==> src/rtl/oven_cmd_pkg.sv <==
// Shared command codes, key indices and priority encoding for the oven panel and controller.
package oven_cmd_pkg;

  localparam int unsigned NUM_KEYS = 7;

  localparam int unsigned KEY_START = 0;
  localparam int unsigned KEY_ADD   = 1;
  localparam int unsigned KEY_UP    = 2;
  localparam int unsigned KEY_MH    = 3;
  localparam int unsigned KEY_ML    = 4;
  localparam int unsigned KEY_DOWN  = 5;
  localparam int unsigned KEY_STOP  = 6;

  localparam logic [2:0] CMD_NONE     = 3'd0;
  localparam logic [2:0] CMD_START    = 3'd1;
  localparam logic [2:0] CMD_ADD      = 3'd2;
  localparam logic [2:0] CMD_PWR_HIGH = 3'd3;
  localparam logic [2:0] CMD_PWR_MH   = 3'd4;
  localparam logic [2:0] CMD_PWR_ML   = 3'd5;
  localparam logic [2:0] CMD_PWR_LOW  = 3'd6;
  localparam logic [2:0] CMD_STOP     = 3'd7;

  // Highest-priority request wins: STOP > START > ADD > HIGH > MH > ML > LOW.
  function automatic logic [2:0] encode_cmd(input logic [NUM_KEYS-1:0] req);
    logic [2:0] code;
    code = CMD_NONE;
    if (req[KEY_STOP])       code = CMD_STOP;
    else if (req[KEY_START]) code = CMD_START;
    else if (req[KEY_ADD])   code = CMD_ADD;
    else if (req[KEY_UP])    code = CMD_PWR_HIGH;
    else if (req[KEY_MH])    code = CMD_PWR_MH;
    else if (req[KEY_ML])    code = CMD_PWR_ML;
    else if (req[KEY_DOWN])  code = CMD_PWR_LOW;
    return code;
  endfunction

  function automatic logic multi_req(input logic [NUM_KEYS-1:0] req);
    return $countones(req) > 1;
  endfunction

endpackage

==> src/rtl/key_debounce.sv <==
// One panel key: 2-flop synchronizer, stability counter and rising-edge press pulse.
module key_debounce #(
  parameter int unsigned DEBOUNCE_CYCLES = 4
) (
  input  logic clk,
  input  logic reset,
  input  logic raw_i,
  output logic stable_o,
  output logic press_o
);

  localparam logic [7:0] CntLast = 8'(DEBOUNCE_CYCLES - 1);

  logic       sync1_q, sync2_q;
  logic       stable_q, stable_d;
  logic       prev_q;
  logic [7:0] cnt_q, cnt_d;

  // The cycle the counter would reach DEBOUNCE_CYCLES is the cycle the level flips.
  always_comb begin
    stable_d = stable_q;
    cnt_d    = 8'd0;
    if (sync2_q != stable_q) begin
      if (cnt_q == CntLast) stable_d = ~stable_q;
      else                  cnt_d    = cnt_q + 8'd1;
    end
  end

  always_ff @(posedge clk or posedge reset) begin
    if (reset) begin
      sync1_q  <= 1'b0;
      sync2_q  <= 1'b0;
      stable_q <= 1'b0;
      prev_q   <= 1'b0;
      cnt_q    <= 8'd0;
    end else begin
      sync1_q  <= raw_i;
      sync2_q  <= sync1_q;
      stable_q <= stable_d;
      prev_q   <= stable_q;
      cnt_q    <= cnt_d;
    end
  end

  assign stable_o = stable_q;
  assign press_o  = stable_q & ~prev_q;

endmodule

==> src/rtl/oven_panel_encoder.sv <==
// Panel command encoder: per-key debounce, ADD auto-repeat, priority encode, command FIFO.
module oven_panel_encoder
  import oven_cmd_pkg::*;
#(
  parameter int unsigned DEBOUNCE_CYCLES = 4,
  parameter int unsigned REPEAT_CYCLES   = 16,
  parameter int unsigned FIFO_DEPTH      = 4
) (
  input  logic                          clk,
  input  logic                          reset,
  input  logic                          btn_start,
  input  logic                          btn_add,
  input  logic                          btn_up,
  input  logic [1:0]                    btn_mid,
  input  logic                          btn_down,
  input  logic                          btn_stop,
  output logic                          cmd_valid,
  output logic [2:0]                    cmd_code,
  input  logic                          cmd_ready,
  output logic [$clog2(FIFO_DEPTH):0]   fifo_level,
  output logic                          overflow,
  input  logic                          clr_overflow
);

  localparam int unsigned AW = $clog2(FIFO_DEPTH);
  localparam logic [AW:0]  LvlFull = FIFO_DEPTH[AW:0];
  localparam logic [15:0]  RptLast = 16'(REPEAT_CYCLES - 1);

  logic [NUM_KEYS-1:0] key_raw;
  logic [NUM_KEYS-1:0] key_press;
  logic                key_stable [NUM_KEYS];

  always_comb begin
    key_raw            = '0;
    key_raw[KEY_START] = btn_start;
    key_raw[KEY_ADD]   = btn_add;
    key_raw[KEY_UP]    = btn_up;
    key_raw[KEY_MH]    = btn_mid[1];
    key_raw[KEY_ML]    = btn_mid[0];
    key_raw[KEY_DOWN]  = btn_down;
    key_raw[KEY_STOP]  = btn_stop;
  end

  for (genvar k = 0; k < NUM_KEYS; k++) begin : g_key
    key_debounce #(
      .DEBOUNCE_CYCLES(DEBOUNCE_CYCLES)
    ) u_debounce (
      .clk     (clk),
      .reset   (reset),
      .raw_i   (key_raw[k]),
      .stable_o(key_stable[k]),
      .press_o (key_press[k])
    );
  end

  // Repeat counter starts the cycle after the press so the first repeat lands
  // exactly REPEAT_CYCLES after the press push.
  logic [15:0] rpt_q, rpt_d;
  logic        rpt_fire;

  always_comb begin
    rpt_d    = 16'd0;
    rpt_fire = 1'b0;
    if (key_stable[KEY_ADD] && !key_press[KEY_ADD]) begin
      if (rpt_q == RptLast) rpt_fire = 1'b1;
      else                  rpt_d    = rpt_q + 16'd1;
    end
  end

  logic [NUM_KEYS-1:0] req;
  logic [2:0]          push_code;
  logic                push_req, drop_lower;

  always_comb begin
    req          = key_press;
    req[KEY_ADD] = key_press[KEY_ADD] | rpt_fire;
    push_code    = encode_cmd(req);
    push_req     = |req;
    drop_lower   = multi_req(req);
  end

  logic [2:0]    mem_q [FIFO_DEPTH];
  logic [2:0]    mem_d [FIFO_DEPTH];
  logic [AW-1:0] wr_ptr_q, wr_ptr_d, rd_ptr_q, rd_ptr_d;
  logic [AW:0]   level_q, level_d;
  logic          overflow_q, overflow_d;
  logic          full, pop, push_ok;

  always_comb begin
    full       = (level_q == LvlFull);
    pop        = (level_q != '0) && cmd_ready;
    // A pop in the same cycle frees the slot, so a push at full still lands.
    push_ok    = push_req && (!full || pop);
    mem_d      = mem_q;
    wr_ptr_d   = wr_ptr_q;
    rd_ptr_d   = rd_ptr_q;
    level_d    = level_q;
    overflow_d = overflow_q;
    if (push_ok) begin
      mem_d[wr_ptr_q] = push_code;
      wr_ptr_d        = wr_ptr_q + 1'b1;
    end
    if (pop) rd_ptr_d = rd_ptr_q + 1'b1;
    unique case ({push_ok, pop})
      2'b10:   level_d = level_q + 1'b1;
      2'b01:   level_d = level_q - 1'b1;
      default: level_d = level_q;
    endcase
    if (clr_overflow) overflow_d = 1'b0;
    if (drop_lower || (push_req && !push_ok)) overflow_d = 1'b1;
  end

  always_ff @(posedge clk or posedge reset) begin
    if (reset) begin
      for (int i = 0; i < FIFO_DEPTH; i++) mem_q[i] <= CMD_NONE;
      wr_ptr_q   <= '0;
      rd_ptr_q   <= '0;
      level_q    <= '0;
      overflow_q <= 1'b0;
      rpt_q      <= 16'd0;
    end else begin
      mem_q      <= mem_d;
      wr_ptr_q   <= wr_ptr_d;
      rd_ptr_q   <= rd_ptr_d;
      level_q    <= level_d;
      overflow_q <= overflow_d;
      rpt_q      <= rpt_d;
    end
  end

  assign cmd_valid  = (level_q != '0);
  assign cmd_code   = cmd_valid ? mem_q[rd_ptr_q] : CMD_NONE;
  assign fifo_level = level_q;
  assign overflow   = overflow_q;

endmodule

==> config.mk <==
export PLATFORM = sky130hd
export DESIGN_NAME = oven_panel_encoder
export DESIGN_NICKNAME = d
export VERILOG_FILES = /design/src/rtl/oven_cmd_pkg.sv /design/src/rtl/key_debounce.sv /design/src/rtl/oven_panel_encoder.sv
export SDC_FILE = /design/constraint.sdc
export NUM_CORES = 1
export LEC_CHECK = 0
export CORE_UTILIZATION = 40
export DETAILED_ROUTE_END_ITERATION = 6
export DONT_BUFFER_PORTS = 1
export PLACE_DENSITY = 0.59
export SLEW_MARGIN = 20
export SYNTH_ARGS = -nofsm -noshare
export SYNTH_HDL_FRONTEND = slang
export SYNTH_SLANG_ARGS = --single-unit
export TNS_END_PERCENT = 50
==> constraint.sdc <==
create_clock -name clk -period 4.4 [get_ports clk]
set_input_delay 0.44 -clock clk [delete_from_list [all_inputs] [get_ports clk]]
set_output_delay 0.44 -clock clk [all_outputs]
set_load 0.005 [all_outputs]
==> results of run 1 <==
## synthesized netlist by cell type, drive strengths merged, types with 2 or more instances
master	n	share of area [%]
nor3	4	0.38
nor2	71	5.0
nand3	38	3.6
ha	15	3.5
inv	21	1.5
nand4	3	0.35
or4b	5	0.94
or4	7	1.1
and3	20	2.3
or2	2	0.23
fa	4	1.5
and2	7	0.87
mux4	3	1.3
o21ai	10	0.94
xor2	43	7.1
nor3b	3	0.42
nand2	24	1.7
o211ai	4	0.56
nor4	6	0.70
dfrtp	120	56
a21oi	2	0.19
nand2b	5	0.59
mux2	12	2.5
xnor2	26	4.3
clkbuf	3	0.21
## logic make-up (layout without fill, tap and decap cells)
family,count (synthesis),count (layout),synth area share [%]
muxes,16,16,3.99
DFF,120,120,56.3
AOI/OAI and AO/OA,22,22,3.17
buffers and inverters,25,53,1.83
xor gates and xnor gates,69,69,11.3
and+or+nand+nor,197,197,18.4
adders and majority gates,19,19,5.02
## routing by layer
| metal | part of all wire, % | global-route usage [%] |
|---|---|---|
| met1 | 50 | 18.8 |
| met2 | 45 | 20.8 |
| met3 | 3.3 | 4.89 |
| met4 | 1.3 | 5.85 |
| met5 | 0 | 0 |
## metrics by stage
step                      std cells  setup slack (ps)  hold WS (ps)
after floorplan                 468               774           331
after detailed placement        637               631           335
after CTS                       668               637          38.1
after global placement          637               701           333
final                           668               676          50.8
after global routing            668               446          34.2
## path summary, 6_finish.rpt
kind	startpoint	slack, ps	to
hold reg to reg	g_key[1].u_debounce.sync1_q	350	g_key[1].u_debounce.sync2_q
hold / removal	reset	50	g_key[2].u_debounce.sync2_q
setup / recovery	rpt_q[12]	680	overflow
min in group clk	btn_up	60	g_key[2].u_debounce.sync1_q
setup reg to reg	rpt_q[12]	680	overflow
max in group asynchronous	reset	3470	wr_ptr_q[1]
## final cells by class
| cell class | instances | area (um2) |
|---|---|---|
| clock buffer | 17 | 425 |
| clock inverter | 14 | 174 |
| fill | 1193 | 6680 |
| inverter | 21 | 86.3 |
| multi-input combinational | 323 | 2230 |
| sequential | 120 | 3000 |
| tap | 172 | 215 |
| timing repair buffer | 1 | 7.51 |
## flip-flops by register name, indices dropped and copies added, names as in the netlist, 3 cells and up
register,cells
g_key.u_debounce.prev_q,7
mem_q,12
fifo_level,3
g_key.u_debounce.cnt_q,56
g_key.u_debounce.stable_o,7
g_key.u_debounce.sync1_q,7
rpt_q,16
g_key.u_debounce.sync2_q,7
## worst max-delay path: cells and delay by family (launching register included)
family          cells  cell delay, ps
flops               1             400
buf+inv             3             200
fa+ha+maj           4            1410
simple gates        2             780
compound gates      4             800
## report_power, final
part,internal [mW],switching (mW)
combinational,0.459,0.578
sequential,1.36,0.222
clock,0.890,0.501
total,2.70,1.30
## cells in the final DEF, fill, tap and decap left out, types with 4 or more instances in the layout
cell type,synthesis,final
clkbuf_16,0,17
o211ai_1,4,4
mux2_1,4,4
inv_1,20,19
nor3_1,4,4
inv_6,0,4
and2_1,6,6
or4_1,6,6
xnor2_1,26,26
mux2_2,8,8
or4b_1,4,4
nor2_1,71,71
clkinvlp_4,0,4
and3_1,20,20
nand3_1,38,38
dfrtp_1,120,120
nand2_1,24,24
nand2b_1,5,5
ha_1,15,15
nor4_1,6,6
xor2_1,43,43
o21ai_0,10,10
fa_1,4,4
==> flow_metrics.tcl, run 1 <==
set metrics [dict create \
    dr.pass1.iters 4 \
    drtIter0Drc 197 \
    core_area_mm2 0.0128 \
    antenna_found_initial 0 \
    period_minus_slack_ps 3720 \
    via_count 3233 \
    cts_setup_buffers 0 \
    clkTransAtPathRegs_ps 50 \
    finalClockSkew_ps 6.91 \
    rsz0062_at_grt "no" \
    reg2regPathDepth 13 \
    max_stage_delay_ps 540 \
    rows 41 \
    syn_nets 498 \
    finalSetupTns_ps 0 \
    hold_path.class "primary input to async pin" \
    drv_cap 0 \
    synth_edf_count 0 \
    setup_viol 0 \
    dp_hpwl_um 5740 \
    postCtsHoldBufs 0 \
    synth_cell_type_count 40 \
    p_leak_nw 2.79 \
    critPathKind "flop to flop" \
    drt_wl_total_um 8550 \
    synth_ff_type "dfrtp_1" \
    port_buffers 0 \
    crit_arrival_ps 4000 \
    power_mw 4.00 \
    io_pins 19 \
    layout-drive-gt1-share_pct 10.7 \
    nNetsFinal 514 \
    die_h_um 117 \
    ctsRootBufferMaster "clkbuf_16" \
    fmax_mhz 268 \
    synth-seq-cells 120 \
    clock_latency_ps 410 \
    path_cells "or4_4 -> o41ai_2 -> and2_4 -> fa_1 -> inv_1 -> fa_1 -> inv_1 -> ha_1 -> inv_1 -> o21bai_1 -> fa_1 -> a211oi_1 -> o21ai_0" \
    vias_per_cell 4.84 \
    status "complete, no violations" \
    cts_max_level 4 \
    grt_pass1_wl_um 15400 \
    start_kind "flop" \
    finalInstanceArea_mm2 0.00614 \
    drc 0 \
    cts.sink_count 120 \
    cp_data_required_time_ps 4680 \
    die-width_um 117 \
    timing.final.crit_share_pct 84.6 \
    wire_per_inst_um 12.8 \
    ir_worst_vdd_mv 0.505 \
    avgSynthCellArea_um2 11.4 \
    start_util_pct 41.6 \
    placed_cell_area_mm2 0.00555 \
    grt_pass1_vias 3347 \
    ant_nets 0 \
    grtUsageTotal_pct 14.1 \
    slowest_stage "or4_4" \
    syn_inst 468 \
    die-area_mm2 0.0138 \
    synth_area_mm2 0.00533 \
    area_growth_pct 15.2 \
    synth_seq_area_share_pct 56.3 \
    cts_buffers 17 \
    cts_tree "done" \
    worstMarginPinSlew_ps 788 \
    cts_resized 0 \
    cts_buffer_depth 2 \
    fin_util_pct 47.9 \
    yosys_warnings 0 \
    cp_max_fo 3 \
    hold_viol 0 \
    antenna_cells 0 \
    async_flop_share_pct 100 \
    max_slew_margin_pct 47.5 \
    grt_max_degree 93 \
    grt_overflow 0 \
    drv_slew 0 \
    p_per_area_mw_per_mm2 652 \
    cp-end-kind "flop" \
    gp_congestion 0.796 \
]
No activity file was read; power rests on OpenSTA's default activity.
==> run 2: changes to the inputs <==
==> constraint.sdc (replaced) <==
create_clock -name clk -period 3.45 [get_ports clk]
set_input_delay 0.345 -clock clk [delete_from_list [all_inputs] [get_ports clk]]
set_output_delay 0.345 -clock clk [all_outputs]
set_load 0.005 [all_outputs]
==> run 2 against run 1 <==
- the run now ends with hold timing, setup timing left
- utilization up 2.0 points
- largest cell class unchanged
- global-route usage about the same
- critical path type unchanged
- fmax is 3.3% higher
- highest routed layer unchanged
==> flow_metrics.tcl, run 2 (synthesis gave the netlist of run 1 again) <==
set metrics [dict create \
    ir_worst_vdd_mv 0.472 \
    cts_tree "done" \
    via_count 3369 \
    antenna_found_initial 0 \
    core_area_mm2 0.0128 \
    layout-drive-gt1-share_pct 14.6 \
    cts_buffer_depth 2 \
    rsz0062_at_grt "yes" \
    grt_pass1_wl_um 15300 \
    port_buffers 0 \
    finalSetupTns_ps -155 \
    dp_hpwl_um 5980 \
    drc 0 \
    cts_buffers 17 \
    nNetsFinal 539 \
    pre_cts_slack_ps -221 \
    dr.pass1.iters 4 \
    io_pins 19 \
    grtUsageMet2_pct 21.6 \
    grt_use_met1_pct 17.7 \
    drv_cap 0 \
    failed_checks "hold timing, setup timing" \
    setup_viol 1 \
    grtUsageTotal_pct 14.1 \
    hold_viol 13 \
    cp_data_required_time_ps 3740 \
    layout_common_cells "120 x dfrtp_1, 71 x nor2_1, 43 x xor2_1" \
    power_mw 5.25 \
    die-area_mm2 0.0138 \
    reg_top3 "g_key.u_debounce.cnt_q x56, rpt_q x16, mem_q x12" \
    fin_util_pct 49.9 \
    status "finished with violations" \
    drtIter0Drc 177 \
    hold_ws_ps -10.5 \
    gp_congestion 0.839 \
    drv_slew 0 \
    dp.cells 655 \
    critPathKind "flop to flop" \
    start_util_pct 41.6 \
    ant_nets 0 \
    p_leak_nw 2.93 \
    finalClockSkew_ps 4.93 \
    timing.final.crit_share_pct 104 \
    worstMarginPinSlew_ps 905 \
    top_usage_layer "met2" \
    placed_cell_area_mm2 0.00571 \
    ctsRootBufferMaster "clkbuf_16" \
    final_common_cell "dfrtp_1" \
    top_register "g_key.u_debounce.cnt_q" \
    max_slew_margin_pct 39.5 \
    drt_wl_total_um 8660 \
    fill_cells 1137 \
    cp-end-kind "flop" \
    die-width_um 117 \
    rows 41 \
    antenna_cells 0 \
    finalInstanceArea_mm2 0.00640 \
    cts.sink_count 120 \
    cp_max_fo 2 \
    use_met3_pct 5.86 \
    p_per_area_mw_per_mm2 821 \
    crit_arrival_ps 3890 \
    cts_setup_buffers 0 \
    hold_path.class "primary input to async pin" \
    wire_per_inst_um 12.5 \
    area_growth_pct 20.0 \
    start_kind "flop" \
    fmax_mhz 277 \
    cts_max_level 4 \
    clkTransAtPathRegs_ps 50 \
    clock_latency_ps 410 \
    period_minus_slack_ps 3600 \
    grt_pass1_vias 3354 \
    grt_max_degree 80 \
    layout.cells.non_filler 694 \
    grt_overflow 0 \
    largest_reg_flops 56 \
    vias_per_cell 4.85 \
    die_h_um 117 \
    layout_setup_ws_ps -155 \
]
==> run 2: changes by cell type in the layout (fill, tap and decap cells not counted), sizes merged <==
cell and delta:
inv -3, dlygate4sd3 +7, clkinvlp -1, clkinv +2, clkbuf +3, buf +18
==> run 2: cell type report <==
type | instances | area, um2 | share of cell area (%)
clock buffer | 20 | 467 | 7.29
multi-input combinational | 323 | 2260 | 35.3
inverter | 21 | 85.1 | 1.33
tap | 172 | 215 | 3.36
clock inverter | 12 | 148 | 2.31
timing repair buffer | 26 | 225 | 3.52
sequential | 120 | 3000 | 46.9
==> run 2: metal layers <==
layer	vias to the layer above	share of wire, %
met4	0	1.3
met5	-	0
met3	13	3.5
met1	1647	49
li1	1658	-
met2	51	46
==> run 2: what timing repair did <==
action | CTS | global route
hold buffers | 7 | 0
gates resized for setup | 1 | 1
endpoints found under the setup margin | 1 | 1
hold endpoints to repair | 7 | 0
pin swaps | 3 | 2
cloned | 0 | 0
==> run 2: path summary, 6_finish.rpt <==
check / start / to / slack, ps / cells past startpoint
min in group clk: clr_overflow / overflow / 180 / 3
worst max-delay path: rpt_q[5] / overflow / -150 / 13
worst max register to register: rpt_q[5] / overflow / -150 / 13
max in group asynchronous: reset / g_key[4].u_debounce.cnt_q[7] / 2590 / 2
worst min-delay path: reset / g_key[1].u_debounce.cnt_q[6] / -10 / 1
worst min register to register: g_key[4].u_debounce.sync1_q / g_key[4].u_debounce.sync2_q / 350 / 0
==> run 2: where the power goes <==
group | total, mW | switching [mW] | internal [mW]
combinational | 1.46 | 0.798 | 0.660
clock | 1.80 | 0.614 | 1.19
sequential | 1.99 | 0.263 | 1.73
total | 5.25 | 1.67 | 3.58
==> run 2: critical path: stages, from the launching register on <==
cell and delay (ps):
dfrtp_1 370, or4_4 550, o41ai_4 380, and2_4 200
fa_1 400, inv_2 70, fa_1 380, inv_1 80
ha_1 230, inv_1 60, o21bai_1 80, fa_1 450
a211oi_2 150, o21ai_1 100
==> run 3: changes to the inputs <==
--- a/config.mk
+++ b/config.mk
@@ -8,9 +8,9 @@
 export CORE_UTILIZATION = 40
 export DETAILED_ROUTE_END_ITERATION = 6
 export DONT_BUFFER_PORTS = 1
-export PLACE_DENSITY = 0.59
+export PLACE_DENSITY = 0.61
 export SLEW_MARGIN = 20
 export SYNTH_ARGS = -nofsm -noshare
 export SYNTH_HDL_FRONTEND = slang
 export SYNTH_SLANG_ARGS = --single-unit
-export TNS_END_PERCENT = 50
+export TNS_END_PERCENT = 30
==> constraint.sdc (replaced) <==
create_clock -name clk -period 3.27 [get_ports clk]
set_input_delay 0.327 -clock clk [delete_from_list [all_inputs] [get_ports clk]]
set_output_delay 0.327 -clock clk [all_outputs]
set_load 0.005 [all_outputs]
==> run 3 against run 2 <==
- the flow finishes with violations (setup timing)
- global-route usage increased by 1.2 points
- final cell count up 1.3%
- register-to-register slack worse by 200 ps
- critical path depth did not move
==> flow_metrics.tcl, run 3 (synthesis gave the netlist of run 1 again) <==
set metrics [dict create \
    status "finished with violations" \
    failed_checks "setup timing" \
    io_pins 19 \
    drv_slew 0 \
    die-area_mm2 0.0138 \
    ant_nets 0 \
    grtUsageTotal_pct 15.3 \
    finalClockSkew_ps 12.5 \
    drc 0 \
    multi_input_area_mm2 0.00226 \
    wire_per_inst_um 13.0 \
    cts.sink_count 120 \
    antenna_cells 0 \
    dp.cells 662 \
    layout_setup_ws_ps -352 \
    p_per_area_mw_per_mm2 862 \
    die-width_um 117 \
    cts_buffers 17 \
    gp_congestion 0.816 \
    vias_per_cell 4.86 \
    hold_path.class "primary input to flop" \
    grt_overflow 0 \
    hold_viol 0 \
    clkTransAtPathRegs_ps 50 \
    cp_max_fo 2 \
    dp_hpwl_um 6260 \
    top_register "g_key.u_debounce.cnt_q" \
    clock_latency_ps 420 \
    port_buffers 0 \
    max_slew_margin_pct 60.6 \
    cts_max_level 4 \
    regArea_mm2 0.00300 \
    cp_data_required_time_ps 3560 \
    start_kind "flop" \
    period_minus_slack_ps 3620 \
    crit_arrival_ps 3920 \
    crit_top_cell "fa_1" \
    reg_top3 "g_key.u_debounce.cnt_q x56, rpt_q x16, mem_q x12" \
    grt_pass1_vias 3524 \
    ctsRootBufferMaster "clkbuf_16" \
    crit_family "adder cells" \
    max_stage_delay_ps 560 \
    grt_pass1_wl_um 16500 \
    via_count 3418 \
    cts_buffer_depth 2 \
    worstMarginPinSlew_ps 590 \
    nNetsFinal 548 \
    layout_common_cells "120 x dfrtp_1, 71 x nor2_1, 43 x xor2_1" \
    critPathKind "flop to flop" \
    start_util_pct 41.6 \
    power_mw 5.56 \
    area_growth_pct 20.9 \
    cts_tree "done" \
    slowest_stage "or4_4" \
    path_cells "or4_4 -> o41ai_4 -> and2_4 -> fa_1 -> inv_2 -> fa_1 -> inv_1 -> ha_1 -> inv_1 -> o21bai_1 -> fa_1 -> a211oi_2 -> o21ai_1" \
    ir_worst_vdd_mv 0.420 \
    p_leak_nw 2.97 \
    dr.pass1.iters 4 \
    final_common_cell "dfrtp_1" \
    layout.cells.non_filler 703 \
    largest_reg_flops 56 \
    drtIter0Drc 178 \
    core_area_mm2 0.0128 \
    fmax_mhz 276 \
    drv_cap 0 \
    cp-end-kind "flop" \
    drt_wl_total_um 9120 \
    layout-drive-gt1-share_pct 15.1 \
    die_h_um 117 \
    grt_max_degree 44 \
    rsz0062_at_grt "yes" \
    fill_cells 1150 \
    met3WireLength_um 267 \
    antenna_found_initial 0 \
    maxUsedRoutingLayer "met4" \
    timing.critical_path.buf_inv 3 \
    timing.final.crit_share_pct 111 \
    setup_viol 1 \
    met2_length_um 4270 \
    met1_length_um 4370 \
    rows 41 \
]
run 3: layer usage:
metal,vias up,GRT usage (%)
met2,50,23.4
met1,1671,19.5
met4,0,7.93
met3,16,4.60
met5,-,0
li1,1681,-
run 3: through the flow:
step / instance area [um2] / setup TNS, ps / util [%] / worst slack [ps] / hold WS (ps)
finish: 6450 / -352 / 50.3 / -352 / 138
global route: 6450 / -520 / 50.3 / -520 / 168
CTS: 6450 / -354 / 50.3 / -354 / 119
detailed placement: 5760 / -367 / 44.9 / -367 / 291
global placement: 5760 / -306 / 44.9 / -306 / 292
floorplan: 5360 / -276 / - / -276 / 331
run 3: final timing paths:
check                                            start                            to  slack [ps]  depth (start not counted)
min reg2reg                g_key[0].u_debounce.sync1_q   g_key[0].u_debounce.sync2_q         350                          0
min                                       clr_overflow                      overflow         140                          3
min in group asynchronous                        reset  g_key[2].u_debounce.cnt_q[7]         450                          2
max in group asynchronous                        reset  g_key[1].u_debounce.cnt_q[7]        2080                          3
max reg2reg                                   rpt_q[7]                      overflow        -350                         13
max                                           rpt_q[7]                      overflow        -350                         13
run 3: worst min-delay path, cell delays in order:
cell and delay [ps]:
inv_1 50, a211oi_2 70, o21ai_1 70
run 3: report_power, final:
| group | leakage, nW | internal (mW) | switching [mW] |
|---|---|---|---|
| logic | 1.12 | 0.722 | 0.851 |
| registers | 1.56 | 1.82 | 0.289 |
| clock network | 0.291 | 1.23 | 0.640 |
| total | 2.97 | 3.78 | 1.78 |
run 3: cell type report:
type	count	area share (%)
Sequential cell	120	46.6
Multi-Input combinational cell	323	35.0
Clock buffer	23	7.26
Timing Repair Buffer	35	4.58
Tap cell	172	3.34
Clock inverter	9	1.90
Inverter	21	1.32
run 3: repair_timing:
action | 4_1_cts | 5_1_grt
pin swaps | 2 | 2
endpoints found under the setup margin | 1 | 1
setup buffers | 1 | 0
endpoints found under the hold margin | 31 | 0
gates resized for setup | 1 | 1
hold buffers | 8 | 0
